--- config.mk ---
export PLATFORM = sky130hd
export DESIGN_NAME = er_cfg_ctrl
export DESIGN_NICKNAME = d
export VERILOG_FILES = /design/src/rtl/er_cfg_ctrl.sv
export SDC_FILE = /design/constraint.sdc
export NUM_CORES = 1
export LEC_CHECK = 0
export CAP_MARGIN = 10
export CORE_AREA = 2 2 65 128
export DETAILED_ROUTE_END_ITERATION = 16
export DIE_AREA = 0 0 67 130
export PLACE_DENSITY = 0.84
export SLEW_MARGIN = 40
export SYNTH_ARGS = -nofsm -noshare
export SYNTH_HDL_FRONTEND = slang
export SYNTH_SLANG_ARGS = --single-unit
--- constraint.sdc ---
create_clock -name clk -period 4.8 [get_ports clk]
set_input_delay 0.72 -clock clk [delete_from_list [all_inputs] [get_ports clk]]
set_output_delay 0.72 -clock clk [all_outputs]
set_load 0.1 [all_outputs]
--- src/rtl/er_cfg_ctrl.sv ---
// Configuration and sequencing controller for the executable-region immutability monitor.
// Holds the ER bounds, locks them while armed/running, and tracks legal entry/exit of the region.
module er_cfg_ctrl #(
    parameter logic [15:0] CFG_BASE   = 16'h0190,
    parameter logic [15:0] ER_MIN_RST = 16'hE000,
    parameter logic [15:0] ER_MAX_RST = 16'hE0FE
) (
    input  logic        clk,
    input  logic        reset,
    input  logic [15:0] pc,
    input  logic [15:0] data_addr,
    input  logic        data_en,
    input  logic        data_wr,
    input  logic [15:0] data_wdata,
    output logic [15:0] data_rdata,
    input  logic [15:0] dma_addr,
    input  logic        dma_en,
    output logic [15:0] er_min,
    output logic [15:0] er_max,
    output logic        cfg_locked,
    output logic        er_running,
    output logic        er_done,
    output logic        er_abort,
    output logic        cfg_err
);

    localparam logic [2:0] IDLE    = 3'd0;
    localparam logic [2:0] ARMED   = 3'd1;
    localparam logic [2:0] RUNNING = 3'd2;
    localparam logic [2:0] DONE    = 3'd3;
    localparam logic [2:0] ABORT   = 3'd4;

    localparam logic [15:0] ADDR_MIN  = CFG_BASE;
    localparam logic [15:0] ADDR_MAX  = CFG_BASE + 16'd2;
    localparam logic [15:0] ADDR_CTRL = CFG_BASE + 16'd4;

    logic [2:0]  state;
    logic [2:0]  state_nxt;
    logic [15:0] prev_pc;
    logic        cpu_wr;
    logic        wr_min;
    logic        wr_max;
    logic        wr_ctrl;
    logic        dma_hit;
    logic        locked_now;
    logic        cfg_valid;
    logic        pc_in;
    logic        arm_bad;
    logic        err_set;
    logic        bit_arm;
    logic        bit_clr;
    logic        bit_errclr;

    assign cpu_wr     = data_en & data_wr;
    assign wr_min     = cpu_wr && (data_addr == ADDR_MIN);
    assign wr_max     = cpu_wr && (data_addr == ADDR_MAX);
    assign wr_ctrl    = cpu_wr && (data_addr == ADDR_CTRL);
    assign dma_hit    = dma_en && ((dma_addr == ADDR_MIN) || (dma_addr == ADDR_MAX) ||
                                   (dma_addr == ADDR_CTRL));
    assign bit_arm    = data_wdata[0];
    assign bit_clr    = data_wdata[1];
    assign bit_errclr = data_wdata[2];

    assign locked_now = (state == ARMED) || (state == RUNNING);
    assign cfg_valid  = (er_min <= er_max) && !er_min[0] && !er_max[0];
    assign pc_in      = (pc >= er_min) && (pc <= er_max);
    assign arm_bad    = wr_ctrl && bit_arm && (state == IDLE) && !cfg_valid;
    assign err_set    = dma_hit || ((wr_min || wr_max) && locked_now) || arm_bad;

    // Priorities: disarm beats entry in ARMED, CLR beats re-entry in DONE.
    always_comb begin
        state_nxt = state;
        case (state)
            IDLE: begin
                if (wr_ctrl && bit_arm && cfg_valid) state_nxt = ARMED;
            end
            ARMED: begin
                if (wr_ctrl && !bit_arm)                    state_nxt = IDLE;
                else if (pc == er_min)                      state_nxt = RUNNING;
                else if ((pc > er_min) && (pc <= er_max))   state_nxt = ABORT;
            end
            RUNNING: begin
                if (!pc_in) state_nxt = (prev_pc == er_max) ? DONE : ABORT;
            end
            DONE: begin
                if (wr_ctrl && bit_clr) state_nxt = IDLE;
                else if (pc == er_min)  state_nxt = RUNNING;
            end
            ABORT: begin
                if (wr_ctrl && bit_clr) state_nxt = IDLE;
            end
            default: state_nxt = IDLE;
        endcase
    end

    always_comb begin
        data_rdata = 16'h0000;
        if (data_addr == ADDR_MIN)       data_rdata = er_min;
        else if (data_addr == ADDR_MAX)  data_rdata = er_max;
        else if (data_addr == ADDR_CTRL) data_rdata = {12'b0, cfg_err, state};
    end

    always_ff @(posedge clk or posedge reset) begin
        if (reset) begin
            state      <= IDLE;
            er_min     <= ER_MIN_RST;
            er_max     <= ER_MAX_RST;
            prev_pc    <= 16'h0000;
            cfg_err    <= 1'b0;
            cfg_locked <= 1'b0;
            er_running <= 1'b0;
            er_done    <= 1'b0;
            er_abort   <= 1'b0;
        end else begin
            state   <= state_nxt;
            prev_pc <= pc;
            if (wr_min && !locked_now) er_min <= data_wdata;
            if (wr_max && !locked_now) er_max <= data_wdata;
            if (err_set)                     cfg_err <= 1'b1;
            else if (wr_ctrl && bit_errclr)  cfg_err <= 1'b0;
            cfg_locked <= (state_nxt == ARMED) || (state_nxt == RUNNING);
            er_running <= (state_nxt == RUNNING);
            er_done    <= (state_nxt == DONE);
            er_abort   <= (state_nxt == ABORT);
        end
    end

endmodule

==> qor.csv, run 1 <==
stage;metric;value;unit
sta;Worst Skew;0.00548;ns
floorplan;die height;130;µm
final_layout;Layout Cells excl Fill;608;
synth;EDFF count, synth;0;
drt;DR iter-0 viols;242;
clock_tree;Reg clk slew, reported paths;0.07;ns
synth;flop and latch count out of synthesis;56;
sta;fin crit share;76.1;%
final_layout;final instance area;5050;µm²
sta;final hold vios;0;
sta;fmax;0.274;GHz
clock_tree;CTS Hold Bufs;0;
drt;DR WL/cell;16.5;µm
synth;Synth Flop Type;dfrtp_1;
worst_setup_path;CP Launch Type;input port;
synth;top cell type's share of synthesized area;28.2;%
drt;Via Count;3331;
place;I/O Buffers;121;
global_routing;largest net degree at the start of global routing;41;
worst_setup_path;critical path arrival;2.93;ns
clock_tree;H-tree depth;2;
drt;Via density;5.48;
final_layout;Filler cells;675;
clock_tree;Num CTS Buffers;5;
clock_tree;Worst-Skew Late Latency;0.29;ns
final_layout;nets;628;
drt;drt pass-1 iters;4;
drt;wire length on met2;5.26;mm
synth;Avg Cell Area, Syn;9.83;µm²
synth;most common cell in the netlist;ha_1;
synth;ranking of synthesized cells by area;dfrtp_1, ha_1, dfstp_2;
place;DP Cell Count;600;
global_routing;Total GRT Usage;23.9;%
sta;max-slew violation count;0;
synth;Netlist cell types;52;
place;GPL Wtd Cong;0.893;
worst_setup_path;FF-to-FF End;er_done;
final_layout;Syn-to-layout area delta;32.2;%
synth;YS warnings;0;
place;placed cell areas;4900;µm²
final_layout;ratio of cells with drive above 1 in the final layout;20.5;%
synth;Synth area leader;dfrtp_1;
place;post-detail-place hpwl;7.78;mm
floorplan;top-level I/O count;122;
global_routing;first-pass GRT wire length;15.9;mm
global_routing;vias in the first global route;3369;
flow_run;MaxCap Viol Count;0;
worst_setup_path;Critical Path Fanout Max;14;
worst_setup_path;RR Startpoint;er_max[14];
outcome;outcome;finished clean;
synth;commonest cells in the netlist;ha_1, dfrtp_1, nand2_1, inv_1, o21ai_0;
floorplan;Die ar.;8710;µm²
worst_setup_path;worst-path cell chain;clkdlybuf4s50_1 -> or4b_4 -> nor4_4 -> nand2b_4 -> nor2_1 -> buf_4;
synth;synthesized cell area;3820;µm²
global_routing;gr ovfl total;0;
sta;relative slew slack;46.7;%
floorplan;core footprint;7830;µm²
clock_tree;CTS tree;done;
power_and_ir_drop;worst vdd rail ir drop;171;µV
sta;clock period minus worst slack;3.65;ns
drt;M1 WL;3.93;mm
worst_setup_path;Reg2Reg Setup Slack;1.78;ns
drt;WL final;10.0;mm
worst_setup_path;crit path from;data_addr[3];
sta;Setup Viol. Count Final;0;
synth;Async SR Flop Fraction;100;%
worst_setup_path;end of the critical path;data_rdata[14];
drt;highest routed layer;met4;
worst_setup_path;CP max stage cell;or4b_4;
final_layout;fin util;64.5;%
drt;Remaining DRCs;0;
floorplan;Horiz. Die Dim;67;µm
synth;syn_nets;506;
synth;Synth Instances;389;
worst_setup_path;CP Class;input port to primary output;
drt;antenna-violating nets left;0;
clock_tree;CTS sink count;56;
power_and_ir_drop;Pwr Density;198;nW/µm²
worst_setup_path;R2R depth;9;
clock_tree;CTS Buffer Depth;2;
clock_tree;Resize count post-CTS;0;
drt;met3 WL;512;µm
final_layout;diodes inserted;0;
sta;setup repair after global routing missed its margin;false;
worst_setup_path;slowest cell delay on critical path;0.55;ns
synth;sequential area share after synthesis;37.1;%
global_routing;initial antenna violation count;0;
sta;Worst-Margin Slew;0.788;ns
hold_path;worst hold path class;flip-flop to flip-flop;
worst_setup_path;WP data required;4.08;ns
floorplan;Initial Utilization;48.8;%
clock_tree;Root Driver;clkbuf_16;
power_and_ir_drop;Leakage;0.00241;µW
sta;Fin Setup TNS;0;ns
clock_tree;postcts setup bufs;0;
worst_setup_path;Worst Setup End Kind;primary output;
floorplan;# rows;46;
[metrics by stage]
stage          hold WS [ns]  setup WS [ns]  total power (µW)
6_report              0.536           1.15              1000
5_1_grt               0.550           1.04              1040
4_1_cts               0.535           1.11              1010
3_5_place_dp          0.523           1.11               642
3_3_place_gp          0.524           1.17               641
2_1_floorplan         0.666          0.776               560
[flip-flops by register name, summed over array words and instances (netlist names)]
register	cells
state	3
er_done	1
er_max	16
prev_pc	16
er_running	1
cfg_locked	1
cfg_err	1
er_abort	1
er_min	16
[cell type report]
cell class              count  area (µm²)  share of cell area (%)
inverters                  38         143                    2.82
flip-flops and latches     56        1420                    28.1
multi-input cells         286        2220                    43.9
well taps                  96         120                    2.38
repair buffers            124        1000                    19.9
clock buffers               7         143                    2.82
clock inverters             1        7.51                   0.149
[cells by family (layout without fill, tap and decap cells)]
group,Yosys count,after routing,share of synthesized area (%)
DFF,56,56,37.1
and+or+nand+nor,119,119,17.4
adders and majority gates,48,48,15.7
xor gates and xnor gates,18,18,4.12
AOI/OAI and AO/OA,69,69,10.9
buffers and inverters,47,170,4.88
muxes,32,32,9.89
[worst min path at each step]
stage          cells after the start  slack, ns        from          to
2_1_floorplan                      2       0.67    state[2]    er_abort
3_3_place_gp                       2       0.52  er_min[14]  er_min[14]
3_5_place_dp                       2       0.52     cfg_err     cfg_err
4_1_cts                            2       0.54  er_min[14]  er_min[14]
5_1_grt                            2       0.55  er_min[14]  er_min[14]
6_report                           2       0.54     cfg_err     cfg_err
[cells in the final DEF (no fill, tap or decap), types with 4 or more instances in the layout]
| master | Yosys | layout |
|---|---|---|
| a21o_1 | 5 | 5 |
| a21oi_1 | 21 | 21 |
| and2_1 | 8 | 8 |
| buf_2 | 2 | 38 |
| buf_4 | 0 | 19 |
| clkbuf_16 | 0 | 5 |
| clkdlybuf4s50_1 | 0 | 67 |
| dfrtp_1 | 43 | 43 |
| dfstp_2 | 13 | 13 |
| ha_1 | 48 | 48 |
| inv_1 | 38 | 37 |
| mux2_2 | 6 | 6 |
| mux2_4 | 10 | 10 |
| mux2i_1 | 16 | 16 |
| nand2_1 | 43 | 43 |
| nand3_1 | 6 | 6 |
| nand4_1 | 11 | 11 |
| nor2_1 | 19 | 19 |
| nor2b_1 | 4 | 4 |
| nor4_1 | 7 | 7 |
| o21ai_0 | 23 | 23 |
| o22ai_1 | 5 | 5 |
| or4_1 | 4 | 4 |
| xor2_1 | 16 | 16 |
[layer usage]
metal,vias up,global-route usage [%]
li1,1619,-
met3,24,3.36
met5,-,0
met2,122,42.6
met4,0,9.60
met1,1566,28.1
[report_power, final]
group / switching, µW / leakage, µW / internal, µW / total, µW
Sequential: 6.30 / 0.000630 / 482 / 489
Combinational: 69.4 / 0.00171 / 76.3 / 146
Clock: 160 / 0.0000701 / 208 / 368
Total: 236 / 0.00241 / 767 / 1000
[critical path, delay by kind of cell]
family                 cells  cell delay [ns]
buffers and inverters      2             0.72
AND/OR/NAND/NOR            4             1.49
Note: power is estimated with default switching activity, not from simulation.
==> run 2: changes to the inputs <==
- CORE_AREA: 2 2 65 128 -> 2 2 70 139
- DIE_AREA: 0 0 67 130 -> 0 0 72 141
- PLACE_DENSITY: 0.84 -> 0.76
- clock period: 4.8 -> 3.2 ns (I/O delays scaled with it)
==> qor.csv, run 2 (synthesis gave the netlist of run 1 again) <==
stage;metric;value;unit;change
flow_run;MaxCap Viol Count;0;;unchanged
drt;Via Count;3324;;-0.21%
clock_tree;CTS Hold Bufs;0;;unchanged
final_layout;nets;632;;+0.64%
clock_tree;CTS sink count;56;;unchanged
floorplan;Die ar.;10200;µm²;+17%
place;I/O Buffers;121;;unchanged
floorplan;Initial Utilization;41.6;%;-7.3 points
floorplan;die height;141;µm;+8.5%
floorplan;top-level I/O count;122;;unchanged
global_routing;largest net degree at the start of global routing;33;;-20%
global_routing;Total GRT Usage;21.3;%;-2.6 points
worst_setup_path;Critical Path Fanout Max;14;;unchanged
global_routing;gr ovfl total;0;;unchanged
clock_tree;postcts setup bufs;0;;unchanged
final_layout;commonest non-fill, non-tap cells in the layout;clkdlybuf4s50_1, ha_1, nand2_1, dfrtp_1, buf_4;;
floorplan;core footprint;9200;µm²;+17%
clock_tree;Num CTS Buffers;5;;unchanged
clock_tree;CTS tree;done;;
global_routing;first-pass GRT wire length;16.8;mm;+5.8%
final_layout;Layout Cells excl Fill;620;;+2.0%
outcome;outcome;finished clean;;
worst_setup_path;slowest cell delay on critical path;0.55;ns;about the same
final_layout;ratio of cells with drive above 1 in the final layout;20.9;%;+0.42 points
final_layout;leading cell type in the layout, fill and taps excluded;clkdlybuf4s50_1;;
floorplan;# rows;50;;+8.7%
final_layout;diodes inserted;0;;unchanged
drt;Via density;5.36;;-2.1%
worst_setup_path;CP Launch Type;input port;;
sta;final hold vios;0;;unchanged
clock_tree;Worst-Skew Late Latency;0.30;ns;about the same
floorplan;Horiz. Die Dim;72;µm;+7.5%
worst_setup_path;CP Class;input port to primary output;;
worst_setup_path;critical path arrival;2.50;ns;-0.43 ns
worst_setup_path;R2R depth;9;;unchanged
power_and_ir_drop;Pwr Density;291;nW/µm²;+46%
drt;drt pass-1 iters;4;;unchanged
worst_setup_path;worst-path cell chain;clkdlybuf4s50_1 -> or4b_4 -> nor4_4 -> nand2b_4 -> nor2_1 -> buf_12;;
sta;fmax;0.336;GHz;
clock_tree;Root Driver;clkbuf_16;;
worst_setup_path;FF-to-FF End;cfg_locked;;
drt;DR WL/cell;16.7;µm;+1.5%
sta;clock period minus worst slack;2.98;ns;
clock_tree;H-tree depth;2;;unchanged
drt;WL final;10.4;mm;+3.5%
worst_setup_path;Worst Setup End Kind;primary output;;
sta;setup repair after global routing missed its margin;false;;
drt;Remaining DRCs;0;;unchanged
sta;hold slack;0.474;ns;-0.0618 ns
power_and_ir_drop;Leakage;0.00251;µW;+4.3%
clock_tree;CTS Buffer Depth;2;;unchanged
global_routing;vias in the first global route;3427;;+1.7%
sta;fin crit share;93.0;%;
clock_tree;Resize count post-CTS;0;;unchanged
sta;Setup Viol. Count Final;0;;unchanged
drt;antenna-violating nets left;0;;unchanged
place;GPL Wtd Cong;0.887;;-0.72%
power_and_ir_drop;worst vdd rail ir drop;261;µV;+53%
drt;DR iter-0 viols;182;;-25%
place;post-detail-place hpwl;8.29;mm;+6.6%
worst_setup_path;WP data required;2.72;ns;-1.36 ns
final_layout;Top Registers;er_max: 16 flops, er_min: 16 flops, prev_pc: 16 flops;;
sta;relative slew slack;69.4;%;+23 points
clock_tree;Reg clk slew, reported paths;0.07;ns;about the same
worst_setup_path;Reg2Reg Setup Slack;0.41;ns;-1.37 ns
worst_setup_path;RR Startpoint;er_max[14];;
sta;Worst-Margin Slew;0.447;ns;-0.341 ns
final_layout;Syn-to-layout area delta;41.7;%;
sta;Worst Skew;0.00237;ns;-0.00310 ns
hold_path;worst hold path class;input port to async pin;;
place;DP Cell Count;612;;+2.0%
worst_setup_path;CP max stage cell;or4b_4;;
global_routing;initial antenna violation count;0;;unchanged
sta;max-slew violation count;0;;unchanged
-- run 2: stage by stage --
step | setup TNS, ns | area, µm² | setup slack (ns) | total power (µW) | utilization (%)
3_3_place_gp | 0 | 5250 | 0.146 | 964 | 57.1
2_1_floorplan | -3.71 | 3820 | -0.344 | 840 | -
3_5_place_dp | 0 | 5250 | 0.0584 | 968 | 57.1
6_report | 0 | 5420 | 0.224 | 1570 | 58.9
5_1_grt | 0 | 5420 | 0.112 | 1630 | 58.9
4_1_cts | 0 | 5420 | 0.171 | 1590 | 58.9
-- run 2: worst max-delay path: cells and delay by family --
| family | cells | cell delay [ns] |
|---|---|---|
| and+or+nand+nor | 4 | 1.40 |
| buffers and inverters | 2 | 0.61 |
-- run 2: worst max-delay path by stage --
| stage | cells after the start | end | slack (ns) | from |
|---|---|---|---|---|
| 2_1_floorplan | 5 | data_rdata[10] | -0.34 | data_addr[3] |
| 3_5_place_dp | 9 | cfg_locked | 0.06 | pc[14] |
| 4_1_cts | 6 | data_rdata[10] | 0.17 | data_addr[3] |
| 3_3_place_gp | 9 | cfg_locked | 0.15 | pc[15] |
| 5_1_grt | 6 | data_rdata[10] | 0.11 | data_addr[3] |
| 6_report | 6 | data_rdata[10] | 0.22 | data_addr[3] |
-- run 2: cell type report --
class	count	area (µm²)
clock buffers	6	129
clock inverters	2	35.0
fillers	779	3780
inverters	38	143
multi-input cells	286	2220
flip-flops and latches	56	1420
well taps	104	130
repair buffers	128	1340
-- run 2: per-layer routing --
layer	share of wire, %	vias up	GRT usage [%]	wire length (µm)
met3	5.2	15	3.72	536
met5	0	-	0	0
met4	2.0	0	5.96	209
li1	-	1624	-	-
met1	39	1570	25.8	4090
met2	53	115	38.0	5550
-- run 2: power by group --
group | leakage [µW] | internal, µW | switching [µW]
registers | 0.000630 | 723 | 9.43
logic | 0.00180 | 118 | 105
clock network | 0.0000808 | 369 | 250
total | 0.00251 | 1210 | 364
